### config.mk
export PLATFORM = sky130hd
export DESIGN_NAME = load_store_unit_flat
export DESIGN_NICKNAME = d
export VERILOG_FILES = /design/src/rtl/lsu_pkg.sv /design/src/rtl/load_store_unit_if.sv /design/src/rtl/lsu_align.sv /design/src/rtl/load_store_unit.sv /design/src/flat_wrapper.sv
export SDC_FILE = /design/constraint.sdc
export NUM_CORES = 1
export LEC_CHECK = 0
export ABC_AREA = 0
export ABC_CLOCK_PERIOD_IN_PS = 1860
export CAP_MARGIN = 30
export CELL_PAD_IN_SITES_DETAIL_PLACEMENT = 1
export CELL_PAD_IN_SITES_GLOBAL_PLACEMENT = 2
export CORE_ASPECT_RATIO = 0.6
export CORE_UTILIZATION = 28
export CTS_CLUSTER_DIAMETER = 60
export DETAILED_ROUTE_END_ITERATION = 8
export PLACE_DENSITY = 0.88
export SLEW_MARGIN = 20
export SYNTH_ARGS = -nofsm -noshare
export SYNTH_HDL_FRONTEND = slang
export SYNTH_HIERARCHICAL = 1
export SYNTH_SLANG_ARGS = --single-unit
### constraint.sdc
create_clock -name clk -period 1.86 [get_ports clk]
set_input_delay 0.279 -clock clk [delete_from_list [all_inputs] [get_ports clk]]
set_output_delay 0.279 -clock clk [all_outputs]
set_load 0.005 [all_outputs]
### src/rtl/lsu_pkg.sv
`default_nettype none
// ============================================================================
// Module      : lsu_pkg
// Description : Shared definitions for the load/store unit: RV32I funct3
//               access-size codes, FSM state encoding and byte/halfword lane
//               masks used when merging sub-word stores.
// Revision    : 1.0 - initial release
// ============================================================================
package lsu_pkg;

  // RV32I load/store funct3 codes
  localparam logic [2:0] F3_B  = 3'b000;
  localparam logic [2:0] F3_H  = 3'b001;
  localparam logic [2:0] F3_W  = 3'b010;
  localparam logic [2:0] F3_BU = 3'b100;
  localparam logic [2:0] F3_HU = 3'b101;

  typedef enum logic [2:0] {
    S_IDLE   = 3'd0,
    S_READ   = 3'd1,
    S_SETUP  = 3'd2,
    S_STROBE = 3'd3,
    S_RESP   = 3'd4
  } lsu_state_t;

  // Lane masks in lane-0 position; shifted by the lane offset when merging
  localparam logic [31:0] LANE_MASK_B = 32'h0000_00FF;
  localparam logic [31:0] LANE_MASK_H = 32'h0000_FFFF;

endpackage
`default_nettype wire

### src/rtl/load_store_unit_if.sv
`default_nettype none
// ============================================================================
// Module      : load_store_unit_if
// Description : Request/response handshake between the core memory stage
//               (master) and the load/store unit (slave).
//   req_valid/req_ready : request handshake
//   req_we, req_funct3  : store flag and RV32I access size
//   req_addr, req_wdata : byte address and LSB-aligned store data
//   rsp_valid           : one-cycle completion pulse
//   rsp_rdata, rsp_err  : extended load data, error flag
// Revision    : 1.0 - initial release
// ============================================================================
interface load_store_unit_if;
  logic        req_valid;
  logic        req_ready;
  logic        req_we;
  logic [2:0]  req_funct3;
  logic [31:0] req_addr;
  logic [31:0] req_wdata;
  logic        rsp_valid;
  logic [31:0] rsp_rdata;
  logic        rsp_err;

  modport master (
    output req_valid, req_we, req_funct3, req_addr, req_wdata,
    input  req_ready, rsp_valid, rsp_rdata, rsp_err
  );

  modport slave (
    input  req_valid, req_we, req_funct3, req_addr, req_wdata,
    output req_ready, rsp_valid, rsp_rdata, rsp_err
  );
endinterface
`default_nettype wire

### src/rtl/lsu_align.sv
`default_nettype none
// ============================================================================
// Module      : lsu_align
// Description : Combinational lane logic. Extracts and sign/zero-extends the
//               addressed byte or halfword of a memory word for loads, and
//               merges store data into the old word for sub-word stores.
//   addr_lo     in  2  : byte offset within the word
//   funct3      in  3  : RV32I access size
//   old_word    in  32 : word read from memory
//   store_data  in  32 : LSB-aligned store data
//   load_data   out 32 : extended load result
//   merged_word out 32 : word to write back for a store
// Revision    : 1.0 - initial release
// ============================================================================
module lsu_align
  import lsu_pkg::*;
(
  input  logic [1:0]  addr_lo,
  input  logic [2:0]  funct3,
  input  logic [31:0] old_word,
  input  logic [31:0] store_data,
  output logic [31:0] load_data,
  output logic [31:0] merged_word
);

  logic [4:0]  byte_shift;
  logic [4:0]  half_shift;
  logic [7:0]  lane_b;
  logic [15:0] lane_h;

  assign byte_shift = {addr_lo, 3'b000};
  // Halfword lane comes from addr[1] only; addr[0] is ignored here
  assign half_shift = {addr_lo[1], 4'b0000};
  assign lane_h     = addr_lo[1] ? old_word[31:16] : old_word[15:0];

  always_comb begin
    lane_b = old_word[7:0];
    case (addr_lo)
      2'd0:    lane_b = old_word[7:0];
      2'd1:    lane_b = old_word[15:8];
      2'd2:    lane_b = old_word[23:16];
      default: lane_b = old_word[31:24];
    endcase
  end

  always_comb begin
    load_data   = '0;
    merged_word = old_word;
    case (funct3)
      F3_B: begin
        load_data   = {{24{lane_b[7]}}, lane_b};
        merged_word = (old_word & ~(LANE_MASK_B << byte_shift)) |
                      ((store_data & LANE_MASK_B) << byte_shift);
      end
      F3_H: begin
        load_data   = {{16{lane_h[15]}}, lane_h};
        merged_word = (old_word & ~(LANE_MASK_H << half_shift)) |
                      ((store_data & LANE_MASK_H) << half_shift);
      end
      F3_W: begin
        load_data   = old_word;
        merged_word = store_data;
      end
      F3_BU:   load_data = {24'd0, lane_b};
      F3_HU:   load_data = {16'd0, lane_h};
      default: load_data = '0;
    endcase
  end

endmodule
`default_nettype wire

### src/rtl/load_store_unit.sv
`default_nettype none
// ============================================================================
// Module      : load_store_unit
// Description : Multi-cycle load/store initiator for a word-addressed data
//               memory that writes on the rising edge of WE. Sub-word loads
//               are extracted/extended; sub-word stores use read-modify-write.
//               WE is a registered, glitch-free one-cycle strobe with address
//               and data set up the cycle before and held the cycle after.
//   clk, rst  : clock, synchronous active-high reset
//   lsu       : request/response handshake (slave side)
//   mem_A     : word index (addr[31:2], zero-extended)
//   mem_WD    : write word
//   mem_WE    : write strobe, straight from a flop
//   mem_RD    : combinational read word
// Options     : define LSU_MISALIGN_TRAP_EN to report misaligned halfword and
//               word accesses as errors instead of ignoring alignment bits.
// Revision    : 1.0 - initial release
// ============================================================================
module load_store_unit
  import lsu_pkg::*;
#(
  parameter int MEM_WORDS = 65536
) (
  input  logic              clk,
  input  logic              rst,
  load_store_unit_if.slave  lsu,
  output logic [31:0]       mem_A,
  output logic [31:0]       mem_WD,
  output logic              mem_WE,
  input  logic [31:0]       mem_RD
);

  localparam logic [2:0] ST_IDLE   = 3'(S_IDLE);
  localparam logic [2:0] ST_READ   = 3'(S_READ);
  localparam logic [2:0] ST_SETUP  = 3'(S_SETUP);
  localparam logic [2:0] ST_STROBE = 3'(S_STROBE);
  localparam logic [2:0] ST_RESP   = 3'(S_RESP);

  if (MEM_WORDS < 1) begin : g_mem_words_check
    $error("load_store_unit: MEM_WORDS must be at least 1");
  end

  logic [2:0]  state_q, state_d;
  logic        we_q, we_d;
  logic [2:0]  funct3_q, funct3_d;
  logic [1:0]  addr_lo_q, addr_lo_d;
  logic [31:0] wdata_q, wdata_d;
  logic [31:0] mem_a_q, mem_a_d;
  logic [31:0] mem_wd_q, mem_wd_d;
  logic        mem_we_q, mem_we_d;
  logic        rsp_valid_q, rsp_valid_d;
  logic [31:0] rsp_rdata_q, rsp_rdata_d;
  logic        rsp_err_q, rsp_err_d;

  logic        accept;
  logic        req_err;
  logic [31:0] load_data;
  logic [31:0] merged_word;

  assign lsu.req_ready = (state_q == ST_IDLE) && !rst;
  assign accept        = lsu.req_valid && lsu.req_ready;

  // Request legality, decoded from the live request at acceptance
  always_comb begin
    req_err = 1'b0;
    if (lsu.req_we) begin
      req_err = !((lsu.req_funct3 == F3_B) || (lsu.req_funct3 == F3_H) ||
                  (lsu.req_funct3 == F3_W));
    end else begin
      req_err = !((lsu.req_funct3 == F3_B)  || (lsu.req_funct3 == F3_H)  ||
                  (lsu.req_funct3 == F3_W)  || (lsu.req_funct3 == F3_BU) ||
                  (lsu.req_funct3 == F3_HU));
    end
`ifdef LSU_MISALIGN_TRAP_EN
    if (((lsu.req_funct3 == F3_H) || (lsu.req_funct3 == F3_HU)) && lsu.req_addr[0])
      req_err = 1'b1;
    if ((lsu.req_funct3 == F3_W) && (lsu.req_addr[1:0] != 2'b00))
      req_err = 1'b1;
`endif
  end

  lsu_align u_align (
    .addr_lo     (addr_lo_q),
    .funct3      (funct3_q),
    .old_word    (mem_RD),
    .store_data  (wdata_q),
    .load_data   (load_data),
    .merged_word (merged_word)
  );

  always_comb begin
    state_d     = state_q;
    we_d        = we_q;
    funct3_d    = funct3_q;
    addr_lo_d   = addr_lo_q;
    wdata_d     = wdata_q;
    mem_a_d     = mem_a_q;
    mem_wd_d    = mem_wd_q;
    // Response and strobe are single-cycle: cleared unless set below
    mem_we_d    = 1'b0;
    rsp_valid_d = 1'b0;
    rsp_rdata_d = '0;
    rsp_err_d   = 1'b0;

    case (state_q)
      ST_IDLE: begin
        if (accept) begin
          we_d      = lsu.req_we;
          funct3_d  = lsu.req_funct3;
          addr_lo_d = lsu.req_addr[1:0];
          wdata_d   = lsu.req_wdata;
          if (req_err) begin
            // Error path leaves the memory bus untouched
            rsp_valid_d = 1'b1;
            rsp_err_d   = 1'b1;
            state_d     = ST_RESP;
          end else begin
            mem_a_d = {2'b00, lsu.req_addr[31:2]};
            if (lsu.req_we && (lsu.req_funct3 == F3_W)) begin
              mem_wd_d = lsu.req_wdata;
              state_d  = ST_SETUP;
            end else begin
              state_d  = ST_READ;
            end
          end
        end
      end
      ST_READ: begin
        if (we_q) begin
          mem_wd_d = merged_word;
          state_d  = ST_SETUP;
        end else begin
          rsp_valid_d = 1'b1;
          rsp_rdata_d = load_data;
          state_d     = ST_RESP;
        end
      end
      ST_SETUP: begin
        // Address and data have been stable for a full cycle; raise WE
        mem_we_d = 1'b1;
        state_d  = ST_STROBE;
      end
      ST_STROBE: begin
        rsp_valid_d = 1'b1;
        state_d     = ST_RESP;
      end
      ST_RESP: begin
        // mem_A/mem_WD keep their values for hold time after the WE fall
        state_d = ST_IDLE;
      end
      default: state_d = ST_IDLE;
    endcase
  end

  always_ff @(posedge clk) begin
    if (rst) begin
      state_q     <= ST_IDLE;
      we_q        <= 1'b0;
      funct3_q    <= '0;
      addr_lo_q   <= '0;
      wdata_q     <= '0;
      mem_a_q     <= '0;
      mem_wd_q    <= '0;
      mem_we_q    <= 1'b0;
      rsp_valid_q <= 1'b0;
      rsp_rdata_q <= '0;
      rsp_err_q   <= 1'b0;
    end else begin
      state_q     <= state_d;
      we_q        <= we_d;
      funct3_q    <= funct3_d;
      addr_lo_q   <= addr_lo_d;
      wdata_q     <= wdata_d;
      mem_a_q     <= mem_a_d;
      mem_wd_q    <= mem_wd_d;
      mem_we_q    <= mem_we_d;
      rsp_valid_q <= rsp_valid_d;
      rsp_rdata_q <= rsp_rdata_d;
      rsp_err_q   <= rsp_err_d;
    end
  end

  assign mem_A         = mem_a_q;
  assign mem_WD        = mem_wd_q;
  assign mem_WE        = mem_we_q;
  assign lsu.rsp_valid = rsp_valid_q;
  assign lsu.rsp_rdata = rsp_rdata_q;
  assign lsu.rsp_err   = rsp_err_q;

endmodule
`default_nettype wire

### src/flat_wrapper.sv
// flat-port wrapper written by rule: the top's interface ports become plain ports
module load_store_unit_flat import lsu_pkg::*;
#(
  parameter int MEM_WORDS = 65536
)
  (clk, rst, mem_A, mem_WD, mem_WE, mem_RD, lsu_req_valid, lsu_req_we, lsu_req_funct3, lsu_req_addr, lsu_req_wdata, lsu_req_ready, lsu_rsp_valid, lsu_rsp_rdata, lsu_rsp_err);
  load_store_unit_if lsu_i ();
  input  logic clk;
  input  logic rst;
  output logic [31:0] mem_A;
  output logic [31:0] mem_WD;
  output logic mem_WE;
  input  logic [31:0] mem_RD;
  input wire logic [$bits(lsu_i.req_valid)-1:0] lsu_req_valid;
  input wire logic [$bits(lsu_i.req_we)-1:0] lsu_req_we;
  input wire logic [$bits(lsu_i.req_funct3)-1:0] lsu_req_funct3;
  input wire logic [$bits(lsu_i.req_addr)-1:0] lsu_req_addr;
  input wire logic [$bits(lsu_i.req_wdata)-1:0] lsu_req_wdata;
  output wire logic [$bits(lsu_i.req_ready)-1:0] lsu_req_ready;
  output wire logic [$bits(lsu_i.rsp_valid)-1:0] lsu_rsp_valid;
  output wire logic [$bits(lsu_i.rsp_rdata)-1:0] lsu_rsp_rdata;
  output wire logic [$bits(lsu_i.rsp_err)-1:0] lsu_rsp_err;
  assign lsu_i.req_valid = lsu_req_valid;
  assign lsu_i.req_we = lsu_req_we;
  assign lsu_i.req_funct3 = lsu_req_funct3;
  assign lsu_i.req_addr = lsu_req_addr;
  assign lsu_i.req_wdata = lsu_req_wdata;
  assign lsu_req_ready = lsu_i.req_ready;
  assign lsu_rsp_valid = lsu_i.rsp_valid;
  assign lsu_rsp_rdata = lsu_i.rsp_rdata;
  assign lsu_rsp_err = lsu_i.rsp_err;
  load_store_unit #(.MEM_WORDS(MEM_WORDS)) u_core (.clk(clk), .rst(rst), .lsu(lsu_i), .mem_A(mem_A), .mem_WD(mem_WD), .mem_WE(mem_WE), .mem_RD(mem_RD));
endmodule
==> impl_metrics.toml <==
[job]
maxCapViolCount = 0

[synthesis]
synthesis.area_um2 = 6890
synth.area.top_cells = "dfxtp_1 40%, nand2_1 8.4%, nand3b_1 7.7%"
yosys.area_share.adder_pct = 0
synth-seq-cells = 138
synthDistinctLibCells = 49
synth_edf_count = 0
yosys.area.top_type = "dfxtp_1"
synthMuxAreaShare_pct = 10.8
synth_ff_type = "dfxtp_1"
synth_cells = 756
synth_top_family_by_area = "simple AND/OR/NAND/NOR gates"
yosys.area_share.simple_pct = 25.4
synth_compound_area_share_pct = 16.8
ys_warn_count = 6
synth_area_per_cell_um2 = 9.11
async_flop_share_pct = 0
synth_common_cells = "154 x nand2_1, 138 x dfxtp_1, 71 x nand3b_1"
synth_xor_area_share_pct = 0
synth_top_cell_area_share_pct = 40.1
seq_area_frac_synth_pct = 40.1
yosysMostFrequentCell = "nand2_1"

[setup_path]
reg2reg_from = "u_core/funct3_q[1]"
worstPathArrival_ps = 2140
setup.worst_path.end_class = "register"
rr_worst_depth = 7
timing.rr.end = "u_core/lsu.rsp_rdata[5]"
r2r_setup_slack_ps = 50
critPathMaxFanout = 9
crit_required_ps = 2190
crit_type = "register to register"
crit_path_start_kind = "register"

[power_and_ir_drop]
comb_power_share_pct = 21.6
seqPwrFrac_pct = 39.0
p_sw_mw = 2.41
powerDensity_nw_per_um2 = 807
switching_share_pct = 29.1
clockPowerShare_pct = 39.4
power_mw = 8.28
p_leak_nw = 3.92
intPower_mw = 5.87
ir_drop_v = 0.000628

[grt]
grt_max_degree = 82
grt_pass1_vias = 6451
grt_overflow = 0
grt_pass1_wl_um = 39700
grt_usage_pct = 21.2
antenna_found_initial = 0

[timing]
timing.final.max_slew_violations = 0
fin_crit_sh_pct = 97.5
fin_tns_setup_ps = 0
worst_slew_pin_slew_ps = 873
setup_viol = 0
hold_viol = 0
finalHoldWorstSlack_ps = 262
rsz0062_at_grt = "true"
fmax_ghz = 0.551
skew_ps = 9.92
slew_headroom_pct = 41.8
period_needed_ps = 1810

[floorplanning]
rows = 44
start_util_pct = 28.5
core_area_um2 = 24200
dieArea_um2 = 25300
die_h_um = 124
die_w_um = 205
ioPinCount = 203

[placed_design]
io_buffers = 200
dp_hpwl_um = 20200
place.gp.congestion = 0.845

[detailed_routing]
dr_wl_met3_um = 1540
detail_route.vias_per_cell = 5.05
drt_iter0_drc = 453
route.detailed.drc = 0
wl_per_cell_um = 20.5
routed_wl_um = 27100
routed.top_layer = "met4"
wl_met2_um = 11300
detail-route-antenna-nets = 0
vias = 6658
drt-met1-wl_um = 13900
drt_pass1_iterations = 6

[finish]
drive_gt1_share_pct = 17.8
num_antenna_cells = 0
final_nets = 1087
syn2layout_area_growth_pct = 48.9

[worst_hold_path]
hold_start = "rst"
min_path_type = "primary input to register"
hold-path-endpoint = "u_core/state_q[1]"
hold_depth = 4

[clock_tree]
cts_tree = "done"
cts_hold_buf = 0
cts_buffers = 17
clk_latency_ps = 430
postCtsSetupRepairBufs = 0
cts-htree-levels = 4
cts.sinks = 138
clk_pin_slew_ps = 60
ctsLongestPathBuffers = 2
clock-root-buffer = "clkbuf_16"

[status]
outcome = "completed"
## cell usage in the layout, fill, tap and decap left out, types with 8 or more instances in the layout
cell type and count:
clkdlybuf4s50_1 198, a221o_1 16, a222oi_1 8, a21oi_1 34
and2_1 42, nand2_1 154, buf_4 66, clkinv_2 8
nand3b_1 71, buf_12 9, nand3_1 30, o211ai_1 8
o21ai_0 8, mux2i_1 49, mux4_2 8, nor2_1 12
inv_1 15, dfxtp_1 137, clkbuf_16 17, o31ai_2 28
## cells by family (layout without fill, tap and decap cells)
group / after synthesis / in the layout
AOI/OAI and AO/OA: 137 / 137
buffers and inverters: 86 / 326
DFF: 138 / 138
muxes: 64 / 64
other: 1 / 2
and+or+nand+nor: 330 / 330
## routing by layer
layer | vias to the layer above | track usage [%]
met5 | - | 0
met4 | 0 | 5.36
met3 | 24 | 5.09
met2 | 194 | 29.4
met1 | 3303 | 32.0
li1 | 3137 | -
## power by group through the flow
stage               Combinational [mW]  Clock, mW  Sequential, mW
finish                            1.79       3.26            3.23
CTS                               1.75       3.36            3.22
detailed placement                1.72          0            3.28
global placement                  1.69          0            3.27
floorplan                        0.912          0            3.23
global route                      1.91       3.47            3.23
## worst max-delay path, stage by stage (launching register included)
cell      delay (ps)
dfxtp_1          340
buf_4            190
clkinv_1         170
nand2_1          340
buf_4            230
nor2_1            50
a221o_1          250
and2_1           130
## stage by stage
step,util [%],instances,worst slack [ps],instance area [um2]
2_1_floorplan,-,757,179,6890
3_3_place_gp,39.7,1286,-405,9590
3_5_place_dp,39.8,1287,-132,9610
4_1_cts,42.2,1319,0.0251,10200
5_1_grt,42.4,1319,-19.2,10300
6_report,42.4,1319,45.8,10300
## flip-flops by register name (all words and copies together) (netlist names)
signal / flops
u_core/lsu.rsp_rdata: 32
u_core/mem_WD: 32
u_core/wdata_q: 32
u_core/mem_A: 30
u_core/funct3_q: 3
u_core/state_q: 3
u_core/addr_lo_q: 2
u_core/lsu.rsp_err: 1
u_core/lsu.rsp_valid: 1
u_core/mem_WE: 1
u_core/we_q: 1
## worst max-delay path by stage
stage / start / to / slack, ps / cells past startpoint
global route: u_core/funct3_q[1] / u_core/lsu.rsp_rdata[0] / -20 / 7
CTS: u_core/funct3_q[2] / u_core/mem_WD[18] / 0.03 / 7
floorplan: u_core/funct3_q[1] / u_core/mem_WD[24] / 180 / 9
detailed placement: mem_RD[7] / u_core/lsu.rsp_rdata[25] / -130 / 6
global placement: u_core/funct3_q[1] / u_core/mem_WD[15] / -410 / 6
finish: u_core/funct3_q[1] / u_core/lsu.rsp_rdata[5] / 50 / 7
## layout make-up
type / count / area [um2]
clock buffer: 19 / 453
fill: 2756 / 13900
sequential: 138 / 2770
clock inverter: 13 / 103
timing repair buffer: 278 / 2720
multi-input combinational: 533 / 3750
tap: 322 / 403
inverter: 16 / 60.1
## what timing repair did
item,CTS,global route
setup endpoints to repair,19,32
pin swaps,1,3
gates resized for setup,7,20
Power figures use the tool's default switching activity.
